[config.mk]
export PLATFORM = sky130hd
export DESIGN_NAME = ex_stage_mc
export DESIGN_NICKNAME = d
export VERILOG_FILES = /design/src/rtl/ex_stage_mc_pkg.sv /design/src/rtl/ex_stage_mc_alu.sv /design/src/rtl/ex_stage_mc.sv
export SDC_FILE = /design/constraint.sdc
export NUM_CORES = 1
export LEC_CHECK = 0
export ABC_AREA = 1
export CORE_ASPECT_RATIO = 0.6
export CORE_MARGIN = 1.5
export CORE_UTILIZATION = 65
export CTS_BUF_LIST = sky130_fd_sc_hd__clkbuf_16
export CTS_CLUSTER_SIZE = 8
export DETAILED_ROUTE_END_ITERATION = 16
export DONT_BUFFER_PORTS = 1
export PLACE_DENSITY_LB_ADDON = 0.2
export RECOVER_POWER = 100
export SLEW_MARGIN = 40
export SYNTH_ARGS = -nofsm -noshare
export SYNTH_HDL_FRONTEND = slang
export SYNTH_SLANG_ARGS = --single-unit
[constraint.sdc]
create_clock -name clk -period 4.3 [get_ports clk]
set_input_delay 0.43 -clock clk [delete_from_list [all_inputs] [get_ports clk]]
set_output_delay 0.43 -clock clk [all_outputs]
set_load 0.1 [all_outputs]
[src/rtl/ex_stage_mc_pkg.sv]
// Shared encodings for the execute stage: ALU op codes, branch opcodes, flag layout, FSM states.
package ex_stage_mc_pkg;

    localparam logic [3:0] ALU_ADD = 4'd0;
    localparam logic [3:0] ALU_SUB = 4'd1;
    localparam logic [3:0] ALU_AND = 4'd2;
    localparam logic [3:0] ALU_NOR = 4'd3;
    localparam logic [3:0] ALU_SLL = 4'd4;
    localparam logic [3:0] ALU_SRL = 4'd5;
    localparam logic [3:0] ALU_SRA = 4'd6;
    localparam logic [3:0] ALU_MUL = 4'd7;

    localparam logic [3:0] OPC_B  = 4'hA;
    localparam logic [3:0] OPC_JR = 4'hB;

    localparam int unsigned FLAG_V = 0;
    localparam int unsigned FLAG_Z = 1;
    localparam int unsigned FLAG_N = 2;

    typedef enum logic {ST_IDLE, ST_MUL} state_t;

    function automatic logic [2:0] pack_flags(input logic n, input logic z, input logic v);
        logic [2:0] f;
        f         = 3'b000;
        f[FLAG_N] = n;
        f[FLAG_Z] = z;
        f[FLAG_V] = v;
        return f;
    endfunction

endpackage

[src/rtl/ex_stage_mc_alu.sv]
// Combinational single-cycle ALU; MUL code falls back to ADD (multi-cycle MUL lives in the top).
module alu_w
    import ex_stage_mc_pkg::*;
#(
    parameter int unsigned WIDTH = 16,
    parameter int unsigned SHW   = 4
) (
    input  logic [WIDTH-1:0] a,
    input  logic [WIDTH-1:0] b,
    input  logic [3:0]       op,
    input  logic [SHW-1:0]   sh_amt,
    output logic [WIDTH-1:0] dst,
    output logic             v,
    output logic             z,
    output logic             n,
    output logic             def
);

    logic [WIDTH-1:0] sum;
    logic [WIDTH-1:0] diff;

    assign sum  = a + b;
    assign diff = a - b;

    always_comb begin
        dst = '0;
        v   = 1'b0;
        def = 1'b1;
        case (op)
            ALU_ADD, ALU_MUL: begin
                dst = sum;
                v   = (a[WIDTH-1] == b[WIDTH-1]) && (sum[WIDTH-1] != a[WIDTH-1]);
            end
            ALU_SUB: begin
                dst = diff;
                v   = (a[WIDTH-1] != b[WIDTH-1]) && (diff[WIDTH-1] != a[WIDTH-1]);
            end
            ALU_AND: dst = a & b;
            ALU_NOR: dst = ~(a | b);
            ALU_SLL: dst = a << sh_amt;
            ALU_SRL: dst = a >> sh_amt;
            ALU_SRA: dst = WIDTH'($signed(a) >>> sh_amt);
            default: def = 1'b0;
        endcase
    end

    assign z = (dst == '0);
    assign n = dst[WIDTH-1];

endmodule

[src/rtl/ex_stage_mc.sv]
// Execute stage: ALU, target adder, handshaked output register, flag register, iterative shift-add MUL.
module ex_stage_mc
    import ex_stage_mc_pkg::*;
#(
    parameter int unsigned WIDTH  = 16,
    parameter int unsigned SHW    = 4,
    parameter bit          MUL_EN = 1'b1
) (
    input  logic             clk,
    input  logic             rst,
    input  logic             flush,
    input  logic             in_valid,
    output logic             in_ready,
    input  logic [WIDTH-1:0] in_pc,
    input  logic [15:0]      in_instr,
    input  logic [WIDTH-1:0] in_reg1,
    input  logic [WIDTH-1:0] in_reg2,
    input  logic [WIDTH-1:0] in_sext,
    input  logic             in_alu_src,
    input  logic [3:0]       in_alu_op,
    input  logic [SHW-1:0]   in_sh_amt,
    input  logic             in_flag_we,
    output logic             out_valid,
    input  logic             out_ready,
    output logic [WIDTH-1:0] out_result,
    output logic [WIDTH-1:0] out_target,
    output logic [2:0]       out_flags
);

    state_t             state;
    logic [WIDTH-1:0]   src1;
    logic [WIDTH-1:0]   alu_dst;
    logic               alu_v, alu_z, alu_n, alu_def;
    logic [WIDTH-1:0]   offset;
    logic [WIDTH-1:0]   target;
    logic               accept;
    logic               is_mul;
    logic               mul_done;

    logic [2*WIDTH-1:0] mcand;
    logic [WIDTH-1:0]   mplier;
    logic [2*WIDTH-1:0] acc;
    logic [2*WIDTH-1:0] acc_nxt;
    logic [SHW-1:0]     cnt;
    logic [WIDTH-1:0]   pend_target;
    logic               pend_flag_we;

    assign src1 = in_alu_src ? in_reg2 : in_sext;

    alu_w #(.WIDTH(WIDTH), .SHW(SHW)) u_alu (
        .a      (in_reg1),
        .b      (src1),
        .op     (in_alu_op),
        .sh_amt (in_sh_amt),
        .dst    (alu_dst),
        .v      (alu_v),
        .z      (alu_z),
        .n      (alu_n),
        .def    (alu_def)
    );

    // Short 9-bit offset for B, 12-bit for everything else; JR jumps to the ALU result.
    assign offset = (in_instr[15:12] == OPC_B)
                  ? {{(WIDTH-9){in_instr[8]}}, in_instr[8:0]}
                  : {{(WIDTH-12){in_instr[11]}}, in_instr[11:0]};
    assign target = (in_instr[15:12] == OPC_JR) ? alu_dst : in_pc + offset + WIDTH'(1);

    assign in_ready = (state == ST_IDLE) && (!out_valid || out_ready);
    assign accept   = in_valid && in_ready && !flush;
    assign is_mul   = (MUL_EN != 1'b0) && (in_alu_op == ALU_MUL);

    assign acc_nxt  = acc + (mplier[0] ? mcand : '0);
    assign mul_done = (state == ST_MUL) && (cnt == SHW'(WIDTH - 1));

    always_ff @(posedge clk) begin
        if (rst) begin
            state        <= ST_IDLE;
            out_valid    <= 1'b0;
            out_result   <= '0;
            out_target   <= '0;
            out_flags    <= 3'b000;
            mcand        <= '0;
            mplier       <= '0;
            acc          <= '0;
            cnt          <= '0;
            pend_target  <= '0;
            pend_flag_we <= 1'b0;
        end else if (flush) begin
            state     <= ST_IDLE;
            out_valid <= 1'b0;
        end else begin
            case (state)
                ST_IDLE: begin
                    if (accept && is_mul) begin
                        state        <= ST_MUL;
                        mcand        <= {{WIDTH{1'b0}}, in_reg1};
                        mplier       <= src1;
                        acc          <= '0;
                        cnt          <= '0;
                        pend_target  <= target;
                        pend_flag_we <= in_flag_we;
                    end
                end
                ST_MUL: begin
                    acc    <= acc_nxt;
                    mcand  <= mcand << 1;
                    mplier <= mplier >> 1;
                    cnt    <= cnt + SHW'(1);
                    if (mul_done) state <= ST_IDLE;
                end
                default: state <= ST_IDLE;
            endcase

            // Output register: MUL completion, single-cycle load, or drain on consume.
            if (mul_done) begin
                out_valid  <= 1'b1;
                out_result <= acc_nxt[WIDTH-1:0];
                out_target <= pend_target;
                if (pend_flag_we)
                    out_flags <= pack_flags(acc_nxt[WIDTH-1], acc_nxt[WIDTH-1:0] == '0,
                                            |acc_nxt[2*WIDTH-1:WIDTH]);
            end else if (accept && !is_mul) begin
                out_valid  <= 1'b1;
                out_result <= alu_dst;
                out_target <= target;
                if (in_flag_we && alu_def)
                    out_flags <= pack_flags(alu_n, alu_z, alu_v);
            end else if (out_valid && out_ready) begin
                out_valid <= 1'b0;
            end
        end
    end

endmodule

* After elaboration in Yosys (flattened, before gate mapping)
Cells that the tools add are included.
Storage, ports and cells: flip-flop bits (word level) 138, bits of input ports 95, logic and storage cells 98
Cells by class: $add $sub $neg 6, equality and inequality tests 16, shift-type cells 3, muxes and demuxes 29, bitwise operators 5, reduce and logical (&&, ||, !) cells 28
Operators with widths (number):
- 16-bit two-way mux | 8
- 32-bit case mux with 2 select lines | 2
- 16-bit case mux with 7 select lines | 1
- 32-bit two-way mux | 3
- 16-bit adder | 2
- 32-bit adder | 1
- 16-bit zero test | 2
- 16-bit case mux with 2 select lines | 1
- 16-bit by 1-bit adder with 16-bit output, second input constant | 1
- 16-bit bitwise AND | 1
- 4-bit by 3-bit equality test with 1-bit output, second input constant | 4
- 16-bit NOT | 1
- 16-bit bitwise OR | 1
- 16-bit OR reduction | 1
- 16-bit by 4-bit left shift with 16-bit output | 1
- 16-bit by 4-bit >> shifter with 16-bit output | 1
- 16-bit by 4-bit >>> shifter with 16-bit output | 1
- 16-bit subtractor | 1
- 4-bit equality test, second input constant | 3
- 3-bit two-way mux | 4
- 1-bit logical AND | 10
- 4-bit by 2-bit equality test with 1-bit output, second input constant | 2
- 4-bit case mux with 2 select lines | 1
- 8-bit OR reduction | 1
- 18 further kinds | 33

* Longest topological paths before layout
Gate-level depths: netlist of the first run.
word-level depth 8, depth in mapped cells 24, gate-level depth less buffers 22

* Cells and area by module
Synthesis of the first run repeated with hierarchy kept, for this count alone.
Unflattened totals: cell total of the unflattened synthesis 2444, area, all modules 13669.4 um^2
By module, submodules not included:
- ex_stage_mc | times used 1, cells an instance 1530, area each 9237.6 um^2
- alu_w | times used 1, cells an instance 914, area each 4431.8 um^2

* Worst setup path after synthesis of the first run
No wires, ideal clock.
path type register to register, start register out_valid, end register out_result[0], arrival 3347 ps, data required time 4182 ps, setup slack 835 ps, cell stages (with the launch flop) 13, buffers on the path 2, path through dfxtp_1 -> inv_1 -> nor2_1 -> nor2_1 -> nand3_1 -> inv_1 -> a21oi_1 -> nor2_1 -> clkbuf_1 -> buf_2 -> nand2_1 -> o211ai_1 -> inv_1
On the way: word-level cells in the longest chain between the ends 8
Ends and longest elaborated chain:
- start, declared | line ex_stage_mc.sv:23 | output logic out_valid,
- start signal, assigned | line ex_stage_mc.sv:78 | out_valid <= 1'b0;
- start signal, assigned | line ex_stage_mc.sv:90 | out_valid <= 1'b0;
- start signal, assigned | line ex_stage_mc.sv:116 | out_valid <= 1'b1;
- 1-bit zero test | line ex_stage_mc.sv:68 | assign in_ready = (state == ST_IDLE) && (!out_valid || out_ready);
- 1-bit logical OR | line ex_stage_mc.sv:68
- 1-bit logical AND | line ex_stage_mc.sv:68
- net in_ready | line ex_stage_mc.sv:13 | output logic in_ready,
- 1-bit logical AND (2 in a row) | line ex_stage_mc.sv:69 | assign accept = in_valid && in_ready && !flush;
- 1-bit logical AND | line ex_stage_mc.sv:122 | end else if (accept && !is_mul) begin
- 2-bit nonzero test (no source line)
- 2-bit AND reduction (no source line)
- end signal, assigned | line ex_stage_mc.sv:117 | out_result <= acc_nxt[WIDTH-1:0];
- end signal, assigned | line ex_stage_mc.sv:124 | out_result <= alu_dst;
- end, declared | line ex_stage_mc.sv:25 | output logic [WIDTH-1:0] out_result,
The timed path passes the listed nets, and every way through them passes these cells. A chain may end at the register's enable or synchronous reset.

* Final worst setup path of the first run
start register out_valid, end register mcand[26]
On the way: word-level cells in the longest chain between the ends 8
Ends and longest elaborated chain:
- 1-bit zero test | line ex_stage_mc.sv:68
- 1-bit logical OR | line ex_stage_mc.sv:68
- 1-bit logical AND | line ex_stage_mc.sv:68
- 1-bit logical AND (2 in a row) | line ex_stage_mc.sv:69
- 1-bit logical AND | line ex_stage_mc.sv:94 | if (accept && is_mul) begin
- 2-bit by 1-bit != test with 1-bit output (no source line)
- 2-bit AND reduction (no source line)
- end signal, assigned | line ex_stage_mc.sv:96 | mcand <= {{WIDTH{1'b0}}, in_reg1};
- end signal, assigned | line ex_stage_mc.sv:106 | mcand <= mcand << 1;
- end, declared | line ex_stage_mc.sv:40 | logic [2*WIDTH-1:0] mcand;
Every way passes these cells.

==> reports/qor.csv, run 1 <==
metric,value,unit
power.share.sequential,0.368,
rsz0062_at_grt,no,
clockBufferDepth,2,
synth_warnings,0,
cts_post_setup_buffers_inserted,0,
p_int,2.35,mW
cts-resized-gates,0,
final-max-slew-violation-count,0,
numPortBuffers,0,
gp_congestion,1.17,
drc,0,
grt_overflow_total,0,
cts_tree,done,
firstDrtPassIters,7,
drv_cap,0,
finalHoldViolations,0,
antenna_found_initial,0,
status,finished clean,
hold_class,primary input to flip-flop,
area_delta_synth_final,5.64,%
drtIter0Drc,2800,
totalNegativeSetupSlack,0,ns
register_area,0.00276,mm2
crit_fanout,27,
grt_max_degree,79,
clock_sinks,138,
cts_hold_repair.buffers,0,
required,4.64,ns
period_minus_slack,3.62,ns
combPwrFrac,0.222,
cts_max_level,4,
powerDensity,271,mW/mm2
post-route-period-util,0.843,
die_area,0.0214,mm2
nNetsFinal,2498,
io_pins,132,
finalSetupViolCount,0,
pwr-share-clk,0.409,
vias,16295,
grt_pass1_vias,14331,
path_clk_slew,0.08,ns
endpoint_kind,flip-flop,
coreArea,0.0201,mm2
netlist_instances,2343,
startpoint_type,flip-flop,
dpl.hpwl,41.1,mm
initial_utilization,0.665,
clock_latency,0.45,ns
n_fill_cell,1813,
ys_async_sr_fraction,0,
multi_input_area,0.00905,mm2
skew,0.0178,ns
avgSynthCellArea,5.70,um2
drive_gt1_frac,0.0389,
syn_nets,2539,
finalWirelength,53.1,mm
route.antenna.remaining_nets,0,
path_class,flip-flop to flip-flop,
power.switching,1.47,mW
cts_made_buffers,17,
ys_ff_latch,138,
ir_drop,305,uV
swShare,0.385,
die_w,188,um
grt_pass1_wl,80.3,mm
grt_usage,0.490,
seq_area_frac_synth,0.207,
power.leakage,7.29,nW
slew_headroom,0.229,
syn_area,0.0134,mm2
yosys.cell_types.count,50,
drt-wirelength-per-cell,20.5,um
root_buffer,clkbuf_16,
tightest_slew,1.16,ns
max_freq,276,MHz
cp.arrival,3.97,ns
synth_edf_count,0,
synth_top_flop_cell,dfxtp_1,
power.total,3.82,mW
row_count,40,
die_h,114,um
vias_per_cell,6.29,
==> flip-flops by register name (all words and copies together), names as in the netlist <==
signal	flops
out_result	16
state	1
pend_target	16
out_target	16
mcand	32
acc	32
mplier	16
cnt	4
out_valid	1
out_flags	3
pend_flag_we	1
==> cells by family after synthesis <==
logic type / after synthesis / synth area share
flops: 138 / 0.207
simple gates: 1276 / 0.399
buf+inv: 395 / 0.116
compound gates: 410 / 0.165
xor+xnor: 23 / 0.0151
fa+ha+maj: 101 / 0.0969
==> critical path: stages, from the launching register on <==
cell and delay, ns:
dfxtp_1 0.32, inv_1 0.07, nor2_1 0.06, nor2_4 0.49, nand3_1 0.19, nor2_1 0.21, clkbuf_1 0.61, nor2_1 0.19
nor2_4 0.13, inv_1 0.48, clkbuf_1 0.50, nand2_1 0.17, a21oi_1 0.08
==> layer usage <==
layer / track usage / wire length (um) / up-vias
met5: 0.0226 / 61 / -
met4: 0.135 / 1640 / 2
met3: 0.259 / 10800 / 180
met2: 0.619 / 18600 / 1360
met1: 0.698 / 22000 / 7289
li1: - / - / 7464
==> cells in the mapped netlist, types with 4 or more instances <==
cell type    n  area (um2)
a21o_1       4        30.0
a21oi_1    195         976
a31oi_1     28         175
and2_1       4        25.0
buf_1        5        18.8
buf_2       22         110
buf_6        4        45.0
clkbuf_1    48         180
dfxtp_1    138        2760
fa_1         4        80.1
ha_1        97        1210
inv_1      300        1130
inv_2        7        26.3
nand2_1    761        2860
nand2_2     10        62.6
nand3_1    222        1110
nand3b_1    10        75.1
nand4_1     31         194
nor2_1     197         739
nor2_2       7        43.8
nor2_4       4        45.0
nor3_1      18        90.1
o211ai_1    10        75.1
o21a_1       6        45.0
o21ai_0    125         626
o21ai_1     16        80.1
o21bai_1    12        90.1
or2_2        4        25.0
xnor2_1      6        52.6
xor2_1      17         149
==> layout by cell type (no fill, tap or decap), types with 2 or more instances in the layout <==
master | Yosys | final
nand3_2 | 2 | 2
nand2_2 | 10 | 10
nand3_1 | 222 | 222
inv_1 | 300 | 300
nand4_1 | 31 | 31
a31oi_1 | 28 | 28
a21boi_0 | 2 | 2
xnor2_1 | 6 | 6
inv_2 | 7 | 7
nor2_1 | 197 | 197
xor2_1 | 17 | 17
nor4_1 | 2 | 2
clkbuf_1 | 48 | 5
fa_1 | 4 | 4
nor3_1 | 18 | 18
o21ai_0 | 125 | 128
o21ai_1 | 16 | 13
buf_4 | 2 | 19
inv_8 | 0 | 4
or2_2 | 4 | 4
a22o_1 | 2 | 2
a21o_1 | 4 | 4
a21oi_1 | 195 | 196
dfxtp_1 | 138 | 138
clkinv_1 | 3 | 3
nand2_1 | 761 | 761
inv_6 | 0 | 3
o21a_1 | 6 | 6
nor2_2 | 7 | 5
clkbuf_16 | 0 | 17
nand3b_1 | 10 | 10
clkinv_8 | 0 | 7
ha_1 | 97 | 97
o22ai_1 | 2 | 2
o211ai_1 | 10 | 10
and2_1 | 4 | 4
o21bai_1 | 12 | 12
nor2_4 | 4 | 6
==> path summary, 6_finish.rpt <==
path                     startpoint                     end  slack [ns]  cells after the start
max          out_valid$_SDFFE_PP0P_  mcand[26]$_SDFFE_PP0P_        0.68                     12
min                             rst    acc[25]$_SDFFE_PP0P_        0.05                      1
max reg2reg  out_valid$_SDFFE_PP0P_  mcand[26]$_SDFFE_PP0P_        0.68                     12
min reg2reg  mcand[31]$_SDFFE_PP0P_  mcand[31]$_SDFFE_PP0P_        0.46                      2
==> power by group through the flow <==
stage | Clock, mW | Combinational (mW) | Sequential [mW]
floorplan | 0 | 0.606 | 1.43
global placement | 0 | 0.791 | 1.43
detailed placement | 0 | 0.798 | 1.44
CTS | 1.54 | 0.806 | 1.41
global route | 1.60 | 0.928 | 1.41
finish | 1.56 | 0.850 | 1.41
==> through the flow <==
step / worst slack [ns] / cell area, um2 / hold WS, ns / util / cells
finish: 0.676 / 14100 / 0.0515 / 0.703 / 2589
global route: 0.489 / 14100 / 0.0465 / 0.703 / 2588
CTS: 1.19 / 14200 / 0.0361 / 0.707 / 2588
detailed placement: 1.00 / 13600 / 0.448 / 0.676 / 2556
global placement: 1.01 / 13500 / 0.442 / 0.673 / 2556
floorplan: 0.835 / 13400 / 0.441 / - / 2343
==> layout make-up <==
type / count / area share
Multi-Input combinational cell: 1810 / 0.642
Clock buffer: 17 / 0.0302
Tap cell: 273 / 0.0242
Timing Repair Buffer: 24 / 0.0114
Clock inverter: 15 / 0.0137
Antenna cell: 1 / 0.000177
Sequential cell: 138 / 0.196
Inverter: 311 / 0.0829
Note: power is estimated with default switching activity, not from simulation.
==> run 2: changes to the inputs <==
- CORE_UTILIZATION: 65 -> 60
- clock period: 4.3 -> 3.1 ns (I/O delays scaled with it)
==> reports/qor.csv, run 2 (synthesis gave the netlist of run 1 again) <==
metric,value,unit,change
grt_usage,0.469,,-0.0205
drtIter0Drc,2883,,+3.0%
grt_max_degree,77,,-2.5%
p_int,3.35,mW,+42%
hold_class,primary input to flip-flop,,
ir_drop,454,uV,+49%
crit_fanout,29,,+7.4%
status,finished clean,,
post-route-period-util,0.968,,+0.125
max_freq,333,MHz,+21%
period_minus_slack,3.00,ns,-0.624 ns
grt_pass1_wl,82.9,mm,+3.2%
power.total,5.32,mW,+39%
required,3.46,ns,-1.18 ns
critPathMaxStageDelay,0.46,ns,-0.15 ns
path_class,flip-flop to flip-flop,,
nNetsFinal,2542,,+1.8%
cts_tree,done,,
power.switching,1.97,mW,+34%
final-max-slew-violation-count,0,,unchanged
path_cells,"buf_12, nand2_1, inv_1, ha_2, nand2_1, nor2_1, inv_1, nor2_1, nand3_1, nand4_1, nand2_1, nor2_1, nand2_1, nor2_1, nand3_1, nand2_1, nand3_1, nand2_1, inv_1",,
hold_ws,0.0299,ns,-0.0215 ns
io_pins,132,,unchanged
route.antenna.remaining_nets,0,,unchanged
totalNegativeSetupSlack,0,ns,unchanged
top_regs,"acc (32), mcand (32)",,
die_w,196,um,+4.0%
final_cell_mix,"nand2_1, inv_1, nand3_1",,
vias_per_cell,6.16,,-2.1%
die_h,119,um,+4.0%
clock_latency,0.46,ns,about the same
power.leakage,7.44,nW,+2.1%
swShare,0.371,,-0.0139
dpl.hpwl,42.8,mm,+4.2%
skew,0.0153,ns,-0.00255 ns
drive_gt1_frac,0.0610,,+0.0222
area_delta_synth_final,8.23,%,
firstDrtPassIters,8,,+1
initial_utilization,0.609,,-0.0560
drv_cap,0,,unchanged
combPwrFrac,0.241,,+0.019
slew_headroom,0.134,,-0.0952
cts_post_setup_buffers_inserted,0,,unchanged
finalWirelength,54.9,mm,+3.3%
numPortBuffers,0,,unchanged
finalHoldViolations,0,,unchanged
pwr-share-clk,0.398,,-0.011
coreArea,0.0219,mm2,+9.2%
n_fill_cell,2084,,+15%
cp.arrival,3.36,ns,-0.61 ns
clockBufferDepth,2,,unchanged
layout_commonest_cell,nand2_1,,
drc,0,,unchanged
finalSetupViolCount,0,,unchanged
grt_overflow_total,0,,unchanged
gp_congestion,1.11,,-5.8%
place_inst,2611,,+2.2%
startpoint_type,flip-flop,,
power.share.sequential,0.361,,-0.007
antenna_found_initial,2,,+2
rsz0062_at_grt,no,,
cts_max_level,4,,unchanged
grt_pass1_vias,14635,,+2.1%
tightest_slew,1.31,ns,+0.143 ns
crit_top_cell,nand2_1,,
powerDensity,368,mW/mm2,+36%
root_buffer,clkbuf_16,,
critical_path.slowest_cell,ha_2,,
clock_sinks,138,,unchanged
die_area,0.0232,mm2,+8.2%
fin_cells,2646,,+2.2%
cts_made_buffers,17,,unchanged
vias,16303,,+0.049%
row_count,42,,+5.0%
endpoint_kind,flip-flop,,
path_clk_slew,0.07,ns,about the same
drt-wirelength-per-cell,20.7,um,+1.1%
-- run 2: changes by cell type in the layout (fill, tap and decap cells not counted), sizes merged --
cell,before,now
clkbuf,22,36
clkinvlp,0,1
bufinv,0,1
dlygate4sd3,0,1
buf,19,48
clkinv,11,7
inv,315,317
-- run 2: worst paths after layout --
check                         startpoint                   endpoint  slack, ns  cells past startpoint
setup / recovery  mplier[0]$_SDFFE_PP0P_  out_flags[0]$_SDFFE_PP0P_        0.1                     19
hold reg to reg     acc[28]$_SDFFE_PP0P_       acc[28]$_SDFFE_PP0P_       0.47                      2
hold / removal               in_reg1[14]     mcand[14]$_SDFFE_PP0P_       0.03                      2
setup reg to reg  mplier[0]$_SDFFE_PP0P_  out_flags[0]$_SDFFE_PP0P_        0.1                     19
-- run 2: layer usage --
metal,global-route usage,part of all wire,up-vias
met5,0.0327,0.0044,-
met4,0.128,0.024,8
met3,0.232,0.19,140
met2,0.588,0.35,1302
met1,0.683,0.44,7282
li1,-,-,7571
-- run 2: what timing repair did --
action,in CTS,in global routing
endpoints found under the setup margin,0,1
hold endpoints to repair,76,0
resized for setup,0,20
hold buffers,2,0
-- run 2: critical path, delay by kind of cell (launching register included) --
| kind | cells | cell delay (ns) |
|---|---|---|
| AND/OR/NAND/NOR | 14 | 1.71 |
| adder cells (fa/ha/maj) | 1 | 0.46 |
| flip-flops | 1 | 0.35 |
| buffers and inverters | 4 | 0.35 |
-- run 2: cell type report --
type / count / area [um2] / area share
multi-input combinational: 1810 / 9080 / 0.628
timing repair buffer: 68 / 482 / 0.0333
clock inverter: 15 / 173 / 0.0119
clock buffer: 17 / 425 / 0.0294
sequential: 138 / 2760 / 0.191
tap: 286 / 358 / 0.0248
antenna: 1 / 2.50 / 0.000173
inverter: 311 / 1170 / 0.0809
-- run 2: power groups by stage --
stage / clock (mW) / sequential (mW) / combinational, mW
final: 2.12 / 1.92 / 1.28
after global routing: 2.17 / 1.92 / 1.40
after CTS: 2.10 / 1.92 / 1.23
after detailed placement: 0 / 1.96 / 1.20
after global placement: 0 / 1.96 / 1.19
after floorplan: 0 / 1.98 / 0.841
-- run 2: per-stage QoR --
stage | worst slack [ns] | util | area [um2]
6_report | 0.0995 | 0.660 | 14500
3_5_place_dp | 0.0273 | 0.634 | 13900
5_1_grt | 0.0152 | 0.660 | 14500
4_1_cts | 0.182 | 0.663 | 14500
3_3_place_gp | 0.0877 | 0.632 | 13800
2_1_floorplan | 0.168 | - | 13400
